==> src/rtl/tile_store_controller.sv <==
// Store-side tile controller: drains result rows to memory one write at a time.
// Optional ack watchdog enabled by defining STORE_TIMEOUT_EN.
module tile_store_controller #(
    parameter int unsigned ADDR_W         = 32,
    parameter int unsigned SIZE_W         = 5,
    parameter int unsigned TIMEOUT_CYCLES = 64
) (
    input  logic              clk,
    input  logic              rst,
    input  logic              start_store,
    input  logic [ADDR_W-1:0] tile_C_addr,
    input  logic [ADDR_W-1:0] tile_C_stride,
    input  logic [SIZE_W-1:0] msize,
    input  logic [SIZE_W-1:0] nsize,
    input  logic              can_store,
    input  logic              res_valid,
    input  logic              interface_ack,
    output logic              store,
    output logic              busy,
    output logic              gen_addr_store,
    output logic [ADDR_W-1:0] next_row_addr_store,
    output logic              interface_en_store,
    output logic              interface_rdwr_store,
    output logic [SIZE_W-1:0] interface_control_store,
    output logic              res_buff_read,
    output logic              done_store,
    output logic              err_timeout
);

    localparam logic [2:0] S_IDLE  = 3'd0;
    localparam logic [2:0] S_REQ   = 3'd1;
    localparam logic [2:0] S_WRITE = 3'd2;
    localparam logic [2:0] S_WAIT  = 3'd3;
    localparam logic [2:0] S_DONE  = 3'd4;

    logic [2:0]        r_state;
    logic [ADDR_W-1:0] r_addr;
    logic [ADDR_W-1:0] r_stride;
    logic [SIZE_W-1:0] r_msize;
    logic [SIZE_W-1:0] r_nsize;
    logic [SIZE_W-1:0] r_row_cnt;

    logic              w_last;
    logic [ADDR_W-1:0] w_next_addr;
    logic              w_timeout;

    // One extra bit so a full-scale msize never wraps the last-row compare.
    assign w_last      = ({1'b0, r_row_cnt} + (SIZE_W+1)'(1)) == {1'b0, r_msize};
    assign w_next_addr = r_addr + r_stride;

`ifdef STORE_TIMEOUT_EN
    localparam int unsigned TO_W = $clog2(TIMEOUT_CYCLES + 1);

    logic [TO_W-1:0] r_to_cnt;
    logic            r_err;

    assign w_timeout   = (r_state == S_WAIT) && !interface_ack &&
                         (r_to_cnt == TO_W'(TIMEOUT_CYCLES - 1));
    assign err_timeout = r_err;

    // Held at zero outside WAIT_ACK so every entry starts a fresh count.
    always_ff @(posedge clk) begin
        if (rst) begin
            r_to_cnt <= '0;
            r_err    <= 1'b0;
        end else begin
            if (r_state != S_WAIT) begin
                r_to_cnt <= '0;
            end else if (!interface_ack) begin
                r_to_cnt <= r_to_cnt + TO_W'(1);
            end
            if (w_timeout) begin
                r_err <= 1'b1;
            end
        end
    end
`else
    localparam int unsigned unused_timeout_cycles = TIMEOUT_CYCLES;

    assign w_timeout   = 1'b0;
    assign err_timeout = 1'b0;
`endif

    always_ff @(posedge clk) begin
        if (rst) begin
            r_state   <= S_IDLE;
            r_addr    <= '0;
            r_stride  <= '0;
            r_msize   <= '0;
            r_nsize   <= '0;
            r_row_cnt <= '0;
        end else begin
            case (r_state)
                S_IDLE: begin
                    if (start_store) begin
                        r_addr    <= tile_C_addr;
                        r_stride  <= tile_C_stride;
                        r_msize   <= msize;
                        r_nsize   <= nsize;
                        r_row_cnt <= '0;
                        r_state   <= S_REQ;
                    end
                end
                S_REQ: begin
                    if (can_store) begin
                        r_state <= (r_msize == '0) ? S_DONE : S_WRITE;
                    end
                end
                S_WRITE: begin
                    if (res_valid) begin
                        r_state <= S_WAIT;
                    end
                end
                S_WAIT: begin
                    if (interface_ack) begin
                        if (w_last) begin
                            r_state <= S_DONE;
                        end else begin
                            r_row_cnt <= r_row_cnt + SIZE_W'(1);
                            r_addr    <= w_next_addr;
                            r_state   <= S_WRITE;
                        end
                    end else if (w_timeout) begin
                        r_state <= S_DONE;
                    end
                end
                S_DONE: begin
                    r_state <= S_IDLE;
                end
                default: begin
                    r_state <= S_IDLE;
                end
            endcase
        end
    end

    always_comb begin
        store                   = 1'b0;
        busy                    = 1'b0;
        gen_addr_store          = 1'b0;
        next_row_addr_store     = '0;
        interface_en_store      = 1'b0;
        interface_rdwr_store    = 1'b0;
        interface_control_store = '0;
        res_buff_read           = 1'b0;
        done_store              = 1'b0;
        case (r_state)
            S_REQ: begin
                store = 1'b1;
                busy  = 1'b1;
                if (can_store) begin
                    gen_addr_store      = 1'b1;
                    next_row_addr_store = r_addr;
                end
            end
            S_WRITE: begin
                busy                    = 1'b1;
                next_row_addr_store     = r_addr;
                interface_control_store = r_nsize;
                if (res_valid) begin
                    interface_en_store   = 1'b1;
                    interface_rdwr_store = 1'b1;
                    res_buff_read        = 1'b1;
                end
            end
            S_WAIT: begin
                busy                    = 1'b1;
                next_row_addr_store     = r_addr;
                interface_control_store = r_nsize;
                // The following row's address is presented in the ack cycle itself.
                if (interface_ack && !w_last) begin
                    gen_addr_store      = 1'b1;
                    next_row_addr_store = w_next_addr;
                end
            end
            S_DONE: begin
                busy       = 1'b1;
                done_store = 1'b1;
            end
            default: begin
            end
        endcase
    end

endmodule

==> config.mk <==
export PLATFORM = sky130hd
export DESIGN_NAME = tile_store_controller
export DESIGN_NICKNAME = d
export VERILOG_FILES = /design/src/rtl/tile_store_controller.sv
export SDC_FILE = /design/constraint.sdc
export NUM_CORES = 1
export LEC_CHECK = 0
export BUFFER_PORTS_ARGS = -buffer_cell sky130_fd_sc_hd__buf_2
export CAP_MARGIN = 20
export CORE_MARGIN = 1.5
export CORE_UTILIZATION = 50
export CTS_CLUSTER_SIZE = 14
export DETAILED_ROUTE_END_ITERATION = 12
export GPL_ROUTABILITY_DRIVEN = 0
export GPL_TIMING_DRIVEN = 0
export PLACE_DENSITY_LB_ADDON = 0.08
export SLEW_MARGIN = 40
export SYNTH_ARGS = -nofsm -noshare
export SYNTH_HDL_FRONTEND = slang
export SYNTH_SLANG_ARGS = --single-unit
==> constraint.sdc <==
create_clock -name clk -period 8.1 [get_ports clk]
set_input_delay 0.405 -clock clk [delete_from_list [all_inputs] [get_ports clk]]
set_output_delay 0.405 -clock clk [all_outputs]
set_load 0.005 [all_outputs]
# ---- Word level (Yosys, flattened, before mapping)
# Cells that the tools add are included.
dict set report totals {
  register_bits 82
  word_cells 56
}
dict set report op_classes {
  addsub 3
  eq_ne 10
  mux 27
  n_reduce_logical 10
}
# operator count
set op_table {}
lappend op_table {{two-way mux 32 bit} 5}
lappend op_table {{case mux 32 bit (3 select lines)} 1}
lappend op_table {{case mux 32 bit (2 select lines)} 1}
lappend op_table {{adder 32 bit} 1}
lappend op_table {{two-way mux 5 bit} 4}
lappend op_table {{two-way mux 3 bit} 6}
lappend op_table {{case mux 3 bit (4 select lines)} 1}
lappend op_table {{!= test 2 bit, second input constant} 5}
lappend op_table {{case mux 5 bit (2 select lines)} 1}
lappend op_table {{AND reduction 4 bit} 2}
lappend op_table {{two-way mux 1 bit} 7}
lappend op_table {{adder 5 x 1 -> 6 bit, second input constant} 1}
lappend op_table {{== test 3 x 2 -> 1 bit, second input constant} 2}
lappend op_table {{== test 6 x 5 -> 1 bit} 1}
lappend op_table {{adder 5 x 1 -> 5 bit, second input constant} 1}
lappend op_table {{logical NOT 5 bit} 1}
lappend op_table {{OR reduction 4 bit} 1}
lappend op_table {{== test 3 x 1 -> 1 bit, second input constant} 1}
lappend op_table {{== test 3 bit, second input constant} 1}
lappend op_table {{logical NOT 3 bit} 1}
lappend op_table {{case mux 1 bit (2 select lines)} 1}
lappend op_table {{AND reduction 2 bit} 1}
lappend op_table {{nonzero test 2 bit} 1}
lappend op_table {{OR reduction 2 bit} 1}
lappend op_table {{other kinds (2)} 2}

# ---- Longest topological paths before layout
dict set report logic_depth {
  depth_word 6
  ltp_mapped 12
  mapped_depth_nobuf 12
}

# ---- Worst setup path after synthesis
# Ideal clock, no wire load.
dict set report synth_path {
  kind {reg-to-output}
  from {register r_addr[14]}
  to {output port next_row_addr_store[31]}
  arrival_time_ns 2.519
  required_time_ns 7.695
  setup_slack_ns 5.176
  stages_incl_launch_ff 11
  path_buffers 0
  path_cell_list {dfxtp_1 -> ha_1 -> a21o_1 -> a21o_1 -> a2111oi_4 -> o211ai_2 -> a21oi_2 -> o211ai_1 -> and3_4 -> or4_1 -> o211ai_1}
}
dict set report synth_between {
  elab_chain_len 3
}
# item line_no
set synth_lines {}
lappend synth_lines {{from (decl)} 37} ;# logic [ADDR_W-1:0] r_addr;
lappend synth_lines {{from (signal assigned)} 96} ;# r_addr <= tile_C_addr;
lappend synth_lines {{from (signal assigned)} 120} ;# r_addr <= w_next_addr;
lappend synth_lines {{adder 32 bit} 49} ;# assign w_next_addr = r_addr + r_stride;
lappend synth_lines {{two-way mux 32 bit} 171} ;# if (interface_ack && !w_last) begin
lappend synth_lines {{case mux 32 bit (3 select lines)} 147} ;# case (r_state)
lappend synth_lines {{to (decl)} 21} ;# output logic [ADDR_W-1:0] next_row_addr_store,
# No other way between the ends.

# ---- Worst setup path after layout
dict set report layout_path {
  from {register r_row_cnt[0]}
  to {output port next_row_addr_store[19]}
}
dict set report layout_between {
  elab_chain_len 6
}
# item line_no
set layout_lines {}
lappend layout_lines {{from (decl)} 41} ;# logic [SIZE_W-1:0] r_row_cnt;
lappend layout_lines {{from (signal assigned)} 119} ;# r_row_cnt <= r_row_cnt + SIZE_W'(1);
lappend layout_lines {{adder 5 x 1 -> 6 bit} 48} ;# assign w_last = ({1'b0, r_row_cnt} + (SIZE_W+1)'(1)) == {1'b0, r_msize};
lappend layout_lines {{== test 6 x 5 -> 1 bit} 48}
lappend layout_lines {{logical NOT 1 bit} 171}
lappend layout_lines {{logical AND 1 bit} 171}
lappend layout_lines {{two-way mux 32 bit} 171}
lappend layout_lines {{case mux 32 bit (3 select lines)} 147}
# No other way between the ends.

==> results.toml <==
[synthesis]
synth_commonest_cells = "nand2_1, dfxtp_1, a21oi_1"
synth_area_leaders = "dfxtp_1, nand2_1, a21oi_1, ha_1, nor2_1"
postSynthCellCount = 741
netlist_area_sq_um = 5490
async_flop_share_pct = 0
yosys.cell_count.top_type = "nand2_1"
ys.flop_type = "dfxtp_1"
avgSynthCellArea_sq_um = 7.40
synth.distinct_cells = 61
yosysWarnings = 0
synth_nets = 854
ys_ff_latch = 82
synth_top_area_share_pct = 29.9
synth_edf_count = 0
seq_area_frac_synth_pct = 29.9
synth_top_area_cell = "dfxtp_1"

[setup_path]
cp_slowest_stage_delay_ps = 510
critical_path_arrival_ps = 3460
crit_family = "buffers and inverters"
crit_fanout = 10
worstPathRequired_ps = 7700
crit_top_cell = "buf_2"
cp_slowest_cell = "a2111oi_2"
worstPathCellList = "ha_1, nand3_1, xnor2_1, a2111oi_2, nor2b_1, nand2_1, a2bb2oi_1, nor2_1, buf_2, buf_2, nand2_1, o21ai_0, buf_2"
crit_buf_inv = 3
crit_type = "register to output pin"
critPathLaunchType = "register"
cp-end-kind = "output pin"

[sta]
fmax_mhz = 259
rsz0062_at_grt = "no"
min_period_ps = 3860
slew_headroom_pct = 52.3
hold_ws_ps = 264
maxSlewViolCount = 0
setup_viol = 0
tns_ps = 0
finClkSkew_ps = 7.38
min_period_over_period_pct = 47.7
hold_viol = 0
worst_pin_slew_ps = 715

[floorplanning]
die_height_um = 108
dieWidth_um = 108
initial_core_util_pct = 51.0
io_pins = 125
dieArea_sq_um = 11600
fp-row-count = 38
core_sq_um = 10700

[final_layout]
area_growth_pct = 18.2
ff_latch_area_sq_um = 1640
drive_gt1_share_pct = 18.5
multiInputGateArea_sq_um = 3590
antenna_cells = 0
nFillCells = 1063
nets = 988

[grt]
grt_pass1_wl_um = 27400
antenna_found_initial = 0
grt_pass1_vias = 5543
grt_usage_pct = 30.5
overflow = 0
grt_start_max_net_pins = 15

[detailed_routing]
postRouteWirelength_um = 17300
post-route-drc-count = 0
via_per_inst = 5.79
dr.pass1.iters = 5
drtIter0Drc = 369
dr_total_vias = 5908
detail_route.wl_per_cell_um = 17.0
ant_nets = 0

[hold_path]
hp-class = "input port to register"

[outcome]
status = "finished clean"

[power]
power_density_nw_per_um2 = 286
p_leak_nw = 2.94
peakVddDrop_mv = 0.150

[job]
drv_cap = 0

[clock_tree]
clockRootBuffer = "clkbuf_8"
clk_path_buf_depth = 2
clkTransAtPathRegs_ps = 90
cts_tree = "built"
ctsResizeCount = 0
clk_latency_ps = 370
ctsHoldBuffers = 0
clock_sinks = 82
numCtsBuffers = 9
post_cts_buffers = 0
h-tree-depth = 3

[placed_design]
hpwl_um = 13100
io_buffers = 123
-- registers in the layout, indices dropped and copies added (netlist names) --
signal	count
r_addr	32
r_msize	5
r_nsize	5
r_row_cnt	5
r_state	3
r_stride	32
-- final cells by class --
type                    count  share of cell area, %
plain buffers              47                   3.07
repair buffers            123                   9.50
clock buffers              10                   2.12
well taps                 140                   2.70
clock inverters             6                   1.02
flip-flops and latches     82                   25.3
multi-input cells         596                   55.3
inverters                  16                  0.926
-- routing by layer --
metal / vias to the layer above / global-route usage [%] / part of all wire, %
met1: 2730 / 39.5 / 44
met3: 37 / 3.93 / 7.1
met2: 242 / 52.4 / 47
met4: 0 / 10.2 / 2.2
met5: - / 0 / 0
li1: 2899 / - / -
-- cell families (layout without fill, tap and decap cells) --
family	Yosys count	after routing	synth area share [%]
compound gates	230	230	28.6
xor+xnor	28	28	4.47
fa+ha+maj	33	33	7.66
buf+inv	63	202	4.72
flops	82	82	29.9
mux	2	2	0.365
other cells	1	1	0.0684
simple gates	302	302	24.1
-- final timing paths --
kind                        startpoint                   endpoint  slack, ps  depth (start not counted)
max          r_row_cnt[0]$_SDFFE_PP0P_    next_row_addr_store[19]       4240                         13
min                  tile_C_stride[21]  r_stride[21]$_SDFFE_PP0P_        260                          3
max reg2reg     r_addr[0]$_SDFFE_PP0P_    r_addr[30]$_SDFFE_PP0P_       5040                         12
min reg2reg    r_nsize[3]$_SDFFE_PP0P_    r_nsize[3]$_SDFFE_PP0P_        450                          2
-- metrics by stage --
step / std cells / power, mW / setup slack [ps] / util, % / cell area [sq um]
6_report: 1020 / 1.85 / 4240 / 60.3 / 6480
5_1_grt: 1020 / 1.99 / 3980 / 60.3 / 6480
4_1_cts: 1020 / 1.83 / 4280 / 60.3 / 6480
3_5_place_dp: 1004 / 1.52 / 4690 / 58.4 / 6280
3_3_place_gp: 1004 / 1.49 / 4730 / 58.4 / 6280
2_1_floorplan: 741 / 1.24 / 5180 / - / 5490
-- power by group --
part | total (mW) | switching [mW] | internal (mW)
combinational | 0.945 | 0.595 | 0.350
clock | 0.320 | 0.169 | 0.151
sequential | 0.588 | 0.0847 | 0.503
-- placed cells by master (no fill, tap or decap), drive strengths merged, types with 22 or more instances in the layout --
cell type	Yosys	routed
nand2	163	163
buf	11	134
dfxtp	82	82
a21oi	82	82
nor2	60	60
clkbuf	36	46
o21ai	36	36
ha	32	32
a22o	23	23
a311oi	22	22
-- worst min-delay path, stage by stage --
cell	delay [ps]
buf_2	90
nand2_1	40
a21oi_1	50
Power figures use the tool's default switching activity.
